`src/rtl/dnn2ami_if.sv`:
```
// AMI memory port: one request channel and one in-order response channel.
interface dnn2ami_if #(
  parameter int unsigned AMI_ADDR_WIDTH = 64,
  parameter int unsigned AMI_DATA_WIDTH = 512,
  parameter int unsigned AMI_SIZE_WIDTH = 64
);
  logic                      req_valid;
  logic                      req_is_write;
  logic [AMI_ADDR_WIDTH-1:0] req_addr;
  logic [AMI_DATA_WIDTH-1:0] req_data;
  logic [AMI_SIZE_WIDTH-1:0] req_size;
  logic                      req_grant;

  logic                      resp_valid;
  logic [AMI_DATA_WIDTH-1:0] resp_data;
  logic [AMI_SIZE_WIDTH-1:0] resp_size;
  logic                      resp_grant;

  modport master (
    output req_valid, req_is_write, req_addr, req_data, req_size,
    input  req_grant,
    input  resp_valid, resp_data, resp_size,
    output resp_grant
  );

  modport slave (
    input  req_valid, req_is_write, req_addr, req_data, req_size,
    output req_grant,
    output resp_valid, resp_data, resp_size,
    input  resp_grant
  );
endinterface

```
`src/rtl/dnn2ami.sv`:
```
// DNN buffer/controller to AMI adapter: burst read/write commands become per-word AMI
// requests; writes take priority so reads observe earlier writes.
module dnn2ami #(
  parameter int unsigned AXI_ADDR_WIDTH = 32,
  parameter int unsigned AXI_DATA_WIDTH = 64,
  parameter int unsigned NUM_PU         = 2,
  parameter int unsigned PU_ID_WIDTH    = 2,
  parameter int unsigned AMI_ADDR_WIDTH = 64,
  parameter int unsigned AMI_DATA_WIDTH = 512,
  parameter int unsigned AMI_SIZE_WIDTH = 64
) (
  input  logic                             clk,
  input  logic                             rst,
  dnn2ami_if.master                        mem,
  input  logic                             inbuf_full,
  output logic [AXI_DATA_WIDTH-1:0]        data_to_inbuf,
  output logic                             inbuf_push,
  input  logic                             rd_req,
  input  logic [9:0]                       rd_req_size,
  input  logic [AXI_ADDR_WIDTH-1:0]        rd_addr,
  output logic                             rd_ready,
  input  logic [NUM_PU-1:0]                outbuf_empty,
  input  logic [NUM_PU*AXI_DATA_WIDTH-1:0] data_from_outbuf,
  input  logic [NUM_PU-1:0]                write_valid,
  output logic [NUM_PU-1:0]                outbuf_pop,
  input  logic                             wr_req,
  input  logic [PU_ID_WIDTH-1:0]           wr_pu_id,
  input  logic [9:0]                       wr_req_size,
  input  logic [AXI_ADDR_WIDTH-1:0]        wr_addr,
  output logic                             wr_ready,
  output logic                             wr_done
);
  localparam int unsigned WB       = AXI_DATA_WIDTH / 8;
  localparam int unsigned WB_SHIFT = $clog2(WB);

  typedef enum logic {StIdle, StBusy} eng_state_e;

  eng_state_e                wr_state_q, rd_state_q;
  logic [AXI_ADDR_WIDTH-1:0] wr_base_q, rd_base_q;
  logic [9:0]                wr_size_q, wr_cnt_q;
  logic [9:0]                rd_size_q, rd_issue_q, rd_resp_q;
  logic [PU_ID_WIDTH-1:0]    wr_pu_q;

  logic                      wr_pu_ok, wr_left, wr_cand, wr_fire;
  logic                      rd_left, rd_cand, rd_fire, rd_finish, resp_fire;
  logic [NUM_PU-1:0]         pu_sel;
  logic [AXI_DATA_WIDTH-1:0] wr_slice;
  logic [AXI_ADDR_WIDTH-1:0] wr_word_addr, rd_word_addr;
  logic                      unused_resp;

  always_comb begin
    pu_sel   = '0;
    wr_slice = '0;
    for (int p = 0; p < NUM_PU; p++) begin
      if (wr_pu_q == PU_ID_WIDTH'(p)) begin
        pu_sel[p] = 1'b1;
        wr_slice  = data_from_outbuf[p*AXI_DATA_WIDTH +: AXI_DATA_WIDTH];
      end
    end
  end

  // Out-of-range PU ids are latched as an empty command.
  assign wr_pu_ok = 32'(wr_pu_id) < NUM_PU;

  assign wr_left   = (wr_state_q == StBusy) && (wr_cnt_q != wr_size_q);
  assign wr_cand   = wr_left && |(pu_sel & ~outbuf_empty & write_valid);
  assign wr_fire   = wr_cand && mem.req_grant;
  // Reads wait for all pending writes, not just for write data to be present.
  assign rd_left   = (rd_state_q == StBusy) && (rd_issue_q != rd_size_q);
  assign rd_cand   = rd_left && !wr_left;
  assign rd_fire   = rd_cand && mem.req_grant;
  assign resp_fire = mem.resp_valid && !inbuf_full;
  assign rd_finish = (rd_state_q == StBusy) && (rd_issue_q == rd_size_q) &&
                     (rd_resp_q == rd_size_q);

  assign wr_done = (wr_state_q == StBusy) &&
                   ((wr_size_q == 10'd0) || (wr_fire && (wr_cnt_q + 10'd1 == wr_size_q)));

  assign wr_word_addr = wr_base_q + (AXI_ADDR_WIDTH'(wr_cnt_q) << WB_SHIFT);
  assign rd_word_addr = rd_base_q + (AXI_ADDR_WIDTH'(rd_issue_q) << WB_SHIFT);

  assign mem.req_valid    = wr_cand || rd_cand;
  assign mem.req_is_write = wr_cand;
  assign mem.req_addr     = wr_cand ? AMI_ADDR_WIDTH'(wr_word_addr)
                                    : AMI_ADDR_WIDTH'(rd_word_addr);
  assign mem.req_data     = wr_cand ? AMI_DATA_WIDTH'(wr_slice) : '0;
  assign mem.req_size     = AMI_SIZE_WIDTH'(WB);
  assign mem.resp_grant   = resp_fire;

  assign inbuf_push    = resp_fire;
  assign data_to_inbuf = mem.resp_data[AXI_DATA_WIDTH-1:0];
  assign unused_resp   = ^{mem.resp_data, mem.resp_size};

  assign outbuf_pop = wr_fire ? pu_sel : '0;
  assign wr_ready   = (wr_state_q == StIdle);
  assign rd_ready   = (rd_state_q == StIdle);

  always_ff @(posedge clk or negedge rst) begin
    if (!rst) begin
      wr_state_q <= StIdle;
      wr_base_q  <= '0;
      wr_size_q  <= '0;
      wr_cnt_q   <= '0;
      wr_pu_q    <= '0;
    end else if (wr_state_q == StIdle) begin
      if (wr_req) begin
        wr_state_q <= StBusy;
        wr_base_q  <= wr_addr;
        wr_size_q  <= wr_pu_ok ? wr_req_size : 10'd0;
        wr_cnt_q   <= '0;
        wr_pu_q    <= wr_pu_id;
      end
    end else begin
      if (wr_fire) wr_cnt_q <= wr_cnt_q + 10'd1;
      if (wr_done) wr_state_q <= StIdle;
    end
  end

  always_ff @(posedge clk or negedge rst) begin
    if (!rst) begin
      rd_state_q <= StIdle;
      rd_base_q  <= '0;
      rd_size_q  <= '0;
      rd_issue_q <= '0;
      rd_resp_q  <= '0;
    end else if (rd_state_q == StIdle) begin
      if (rd_req) begin
        rd_state_q <= StBusy;
        rd_base_q  <= rd_addr;
        rd_size_q  <= rd_req_size;
        rd_issue_q <= '0;
        rd_resp_q  <= '0;
      end
    end else begin
      if (rd_fire)   rd_issue_q <= rd_issue_q + 10'd1;
      if (resp_fire) rd_resp_q  <= rd_resp_q + 10'd1;
      if (rd_finish) rd_state_q <= StIdle;
    end
  end
endmodule

```
`src/flat_wrapper.sv`:
```
// flat-port wrapper written by rule: the top's interface ports become plain ports
module dnn2ami_flat 
#(
  parameter int unsigned AXI_ADDR_WIDTH = 32,
  parameter int unsigned AXI_DATA_WIDTH = 64,
  parameter int unsigned NUM_PU         = 2,
  parameter int unsigned PU_ID_WIDTH    = 2,
  parameter int unsigned AMI_ADDR_WIDTH = 64,
  parameter int unsigned AMI_DATA_WIDTH = 512,
  parameter int unsigned AMI_SIZE_WIDTH = 64
)
  (clk, rst, inbuf_full, data_to_inbuf, inbuf_push, rd_req, rd_req_size, rd_addr, rd_ready, outbuf_empty, data_from_outbuf, write_valid, outbuf_pop, wr_req, wr_pu_id, wr_req_size, wr_addr, wr_ready, wr_done, mem_req_valid, mem_req_is_write, mem_req_addr, mem_req_data, mem_req_size, mem_req_grant, mem_resp_valid, mem_resp_data, mem_resp_size, mem_resp_grant);
  dnn2ami_if #(.AMI_ADDR_WIDTH(AMI_ADDR_WIDTH), .AMI_DATA_WIDTH(AMI_DATA_WIDTH), .AMI_SIZE_WIDTH(AMI_SIZE_WIDTH)) mem_i ();
  input  logic clk;
  input  logic rst;
  input  logic inbuf_full;
  output logic [AXI_DATA_WIDTH-1:0] data_to_inbuf;
  output logic inbuf_push;
  input  logic rd_req;
  input  logic [9:0] rd_req_size;
  input  logic [AXI_ADDR_WIDTH-1:0] rd_addr;
  output logic rd_ready;
  input  logic [NUM_PU-1:0] outbuf_empty;
  input  logic [NUM_PU*AXI_DATA_WIDTH-1:0] data_from_outbuf;
  input  logic [NUM_PU-1:0] write_valid;
  output logic [NUM_PU-1:0] outbuf_pop;
  input  logic wr_req;
  input  logic [PU_ID_WIDTH-1:0] wr_pu_id;
  input  logic [9:0] wr_req_size;
  input  logic [AXI_ADDR_WIDTH-1:0] wr_addr;
  output logic wr_ready;
  output logic wr_done;
  output wire logic [$bits(mem_i.req_valid)-1:0] mem_req_valid;
  output wire logic [$bits(mem_i.req_is_write)-1:0] mem_req_is_write;
  output wire logic [$bits(mem_i.req_addr)-1:0] mem_req_addr;
  output wire logic [$bits(mem_i.req_data)-1:0] mem_req_data;
  output wire logic [$bits(mem_i.req_size)-1:0] mem_req_size;
  input wire logic [$bits(mem_i.req_grant)-1:0] mem_req_grant;
  input wire logic [$bits(mem_i.resp_valid)-1:0] mem_resp_valid;
  input wire logic [$bits(mem_i.resp_data)-1:0] mem_resp_data;
  input wire logic [$bits(mem_i.resp_size)-1:0] mem_resp_size;
  output wire logic [$bits(mem_i.resp_grant)-1:0] mem_resp_grant;
  assign mem_req_valid = mem_i.req_valid;
  assign mem_req_is_write = mem_i.req_is_write;
  assign mem_req_addr = mem_i.req_addr;
  assign mem_req_data = mem_i.req_data;
  assign mem_req_size = mem_i.req_size;
  assign mem_i.req_grant = mem_req_grant;
  assign mem_i.resp_valid = mem_resp_valid;
  assign mem_i.resp_data = mem_resp_data;
  assign mem_i.resp_size = mem_resp_size;
  assign mem_resp_grant = mem_i.resp_grant;
  dnn2ami #(.AXI_ADDR_WIDTH(AXI_ADDR_WIDTH), .AXI_DATA_WIDTH(AXI_DATA_WIDTH), .NUM_PU(NUM_PU), .PU_ID_WIDTH(PU_ID_WIDTH), .AMI_ADDR_WIDTH(AMI_ADDR_WIDTH), .AMI_DATA_WIDTH(AMI_DATA_WIDTH), .AMI_SIZE_WIDTH(AMI_SIZE_WIDTH)) u_core (.clk(clk), .rst(rst), .mem(mem_i), .inbuf_full(inbuf_full), .data_to_inbuf(data_to_inbuf), .inbuf_push(inbuf_push), .rd_req(rd_req), .rd_req_size(rd_req_size), .rd_addr(rd_addr), .rd_ready(rd_ready), .outbuf_empty(outbuf_empty), .data_from_outbuf(data_from_outbuf), .write_valid(write_valid), .outbuf_pop(outbuf_pop), .wr_req(wr_req), .wr_pu_id(wr_pu_id), .wr_req_size(wr_req_size), .wr_addr(wr_addr), .wr_ready(wr_ready), .wr_done(wr_done));
endmodule
```
`config.mk`:
```
export PLATFORM = sky130hd
export DESIGN_NAME = dnn2ami_flat
export DESIGN_NICKNAME = d
export VERILOG_FILES = /design/src/rtl/dnn2ami_if.sv /design/src/rtl/dnn2ami.sv /design/src/flat_wrapper.sv
export SDC_FILE = /design/constraint.sdc
export NUM_CORES = 1
export LEC_CHECK = 0
export CORE_AREA = 2 2 594 596
export CTS_CLUSTER_DIAMETER = 150
export CTS_CLUSTER_SIZE = 12
export DETAILED_ROUTE_END_ITERATION = 12
export DIE_AREA = 0 0 596 598
export SKIP_CTS_REPAIR_TIMING = 1
export SYNTH_ARGS = -nofsm -noshare
export SYNTH_HDL_FRONTEND = slang
export SYNTH_SLANG_ARGS = --single-unit
```
`constraint.sdc`:
```
create_clock -name clk -period 2.9 [get_ports clk]
set_input_delay 0.435 -clock clk [delete_from_list [all_inputs] [get_ports clk]]
set_output_delay 0.435 -clock clk [all_outputs]
set_load 0.005 [all_outputs]
```
==> flow_summary.yaml <==
logic_synthesis:
  async_reset_ff_frac: 1.00
  synth.distinct_cells: 61
  ys_ff_latch: 118
  netlist_top_cells_area: "buf_4, dfrtp_1, nand2_1, mux2i_1, xor2_1"
  synthFlopType: "dfrtp_1"
  synth_edf_count: 0
  syn_area_um2: 13100
  syn_area_per_cell_um2: 7.85
  netlist.area_leader.share: 0.354
  yosys.area.top_type: "buf_4"
  synth_warnings: 0
  yosysSeqAreaShare: 0.226
  synth_cells: 1664
placed_design:
  place_area_um2: 21400
  numPortBuffers: 329
  dp_hpwl_um: 98600
  routabilityCongestion: 0.758
power_and_ir_drop:
  ir_drop_mv: 0.450
  power.density_nw_per_um2: 705
  p_leak_nw: 8.83
detailed_routing:
  drc: 0
  finalWirelength_um: 106000
  drt-vias-per-instance: 1.63
  via_count: 10900
  drt_pass1_iterations: 5
  ant_nets: 0
  avgRoutedWirePerCell_um: 15.8
  drt_iter0_drc: 435
sta:
  fin_crit_sh: 1.23
  hold_viol_final: 0
  clock-skew-final_ps: 11.4
  fin_setup_tns_ps: -44940
  fin_ws_ps: -658
  slew_headroom: 0.505
  worst_slew_pin_slew_ps: 722
  setup_viol: 101
  max_freq_ghz: 0.281
  holdWs_ps: 427
  drv_slew: 0
  period_minus_slack_ps: 3560
  rsz0062_at_grt: "true"
floorplanning:
  die_area_um2: 356000
  rows: 218
  core_area_um2: 351000
  num_io_pins: 1514
  die_y_um: 598
  die_width_um: 596
  initial_core_util: 0.0373
finish:
  fillers: 41200
  multi_input_area_um2: 7710
  mostFrequentLayoutCell: "conb_1"
  fin_nets: 2878
  regArea_um2: 2960
  synthToLayoutAreaGrowth_pct: 74.3
  drive_gt1_frac: 0.190
  layout_common_cells: "conb_1, nand2_1, clkdlybuf4s50_1"
  final_util: 0.0649
  fin_area_um2: 22800
run_status:
  violations: "setup timing"
  outcome: "complete, but fails checks"
cts:
  cts-root-buf: "clkbuf_16"
  cts_tree: "done"
  clk_pin_slew_worst_paths_ps: 60
  clock_latency_ps: 440
  cts.htree.levels: 4
  clock-sinks: 118
  cts_buffers: 17
  clock_path_buffers: 2
global_route:
  grtUsageTotal: 0.0562
  grt_pass1_vias: 9296
  grt_overflow: 0
  antenna_found_initial: 19
  grt_first_pass_wirelength_um: 122000
  grt_max_degree: 100
worst_setup_path:
  cp_max_fo: 7
  crit_chain: "xor2_1 -> or4_4 -> o31ai_4 -> buf_12 -> nand2b_4 -> buf_12 -> clkbuf_16 -> a21oi_4 -> a22oi_2 -> buf_4 -> buf_12"
  cp_common_cell: "buf_12"
  max_stage_delay_ps: 560
  slowest_stage: "or4_4"
  cp-end-kind: "output port"
  worst-endpoint-arrival_ps: 3120
  worstSetupStartpointType: "flop"
  worstPathRequired_ps: 2470
  crit_type: "reg2out"
min_path:
  hp-class: "in2async"
flow_run:
  cap_viol_max_count: 0
## logic make-up after synthesis
group / after synthesis / share of synthesized area
AO/OA/AOI/OAI: 156 / 0.0813
XOR/XNOR: 79 / 0.0529
adder cells (fa/ha/maj): 25 / 0.0251
buffers and inverters: 680 / 0.377
flip-flops: 118 / 0.226
multiplexers: 76 / 0.0582
other: 2 / 0.000575
AND/OR/NAND/NOR: 528 / 0.179
## critical path: cells and delay by family, from the launching register on
family          cells  cell delay (ps)
simple gates        2              760
buf+inv             5              790
flops               1              420
xor+xnor            1              150
compound gates      3              490
## routing by layer
layer  share of wire  vias up  global-route usage
met5         0.00062        -                   0
li1                -     5109                   -
met3            0.21       79              0.0551
met4           0.020       10              0.0126
met2            0.47      764              0.0923
met1            0.30     4941              0.0485
## final timing paths
| path | from | endpoint | slack [ps] | cells after the start |
|---|---|---|---|---|
| max in group asynchronous | rst | u_core.rd_base_q[25]$_DFFE_PN0P_ | 1610 | 3 |
| worst min register to register | u_core.wr_base_q[1]$_DFFE_PN0P_ | u_core.wr_base_q[1]$_DFFE_PN0P_ | 480 | 2 |
| worst max register to register | u_core.wr_cnt_q[2]$_DFFE_PN0P_ | u_core.rd_issue_q[6]$_DFFE_PN0P_ | 380 | 9 |
| worst max-delay path | u_core.wr_cnt_q[2]$_DFFE_PN0P_ | mem_req_addr[15] | -660 | 11 |
| min in group clk | u_core.wr_base_q[1]$_DFFE_PN0P_ | u_core.wr_base_q[1]$_DFFE_PN0P_ | 480 | 2 |
| worst min-delay path | rst | u_core.wr_base_q[2]$_DFFE_PN0P_ | 430 | 2 |
## power by group
part / switching (mW) / total, mW / internal, mW / leakage [nW]
registers: 0.816 / 3.13 / 2.32 / 1.51
clock network: 0.805 / 2.00 / 1.19 / 0.258
logic: 5.90 / 10.9 / 5.01 / 7.07
## cell usage after synthesis (all sizes together) (2+ instances only)
| master | instances |
|---|---|
| fa | 2 |
| o21a | 4 |
| conb | 2 |
| a211oi | 12 |
| nor3 | 9 |
| clkbuf | 39 |
| and2 | 7 |
| nor2 | 86 |
| a2111oi | 4 |
| nand3 | 40 |
| a31oi | 5 |
| mux2i | 76 |
| or3 | 3 |
| nand4 | 23 |
| o31ai | 14 |
| and4 | 8 |
| a21o | 11 |
| ha | 23 |
| a21oi | 28 |
| nand3b | 13 |
| xnor2 | 37 |
| o211ai | 13 |
| a22oi | 10 |
| o21ai | 38 |
| inv | 8 |
| buf | 633 |
| nor2b | 3 |
| a21boi | 2 |
| nand2b | 3 |
| dfrtp | 118 |
| xor2 | 42 |
| nor4 | 9 |
| and3 | 19 |
| nand2 | 299 |
| o31a | 4 |
## cell type report
| type | count | area share |
|---|---|---|
| multi-input cells | 1408 | 0.338 |
| well taps | 4620 | 0.254 |
| repair buffers | 499 | 0.251 |
| flip-flops and latches | 118 | 0.130 |
| clock buffers | 20 | 0.0196 |
| clock inverters | 12 | 0.00461 |
| inverters | 8 | 0.00143 |
| diodes | 10 | 0.00110 |
## registers in the layout, summed over array words and instances, names as in the netlist
name               cells
u_core.rd_base_q      32
u_core.rd_issue_q     10
u_core.rd_resp_q      10
u_core.rd_size_q      10
u_core.rd_state_q      1
u_core.wr_base_q      32
u_core.wr_cnt_q       10
u_core.wr_pu_q         2
u_core.wr_size_q      10
u_core.wr_state_q      1
## stage by stage
stage	setup WS, ps	power [mW]	instances
6_report	-658	16.0	6695
5_1_grt	-748	17.5	6686
4_1_cts	-1290	16.1	6665
3_5_place_dp	-828	14.1	6633
3_3_place_gp	-861	14.0	6633
2_1_floorplan	144	6.79	2206
Power figures use the tool's default switching activity.
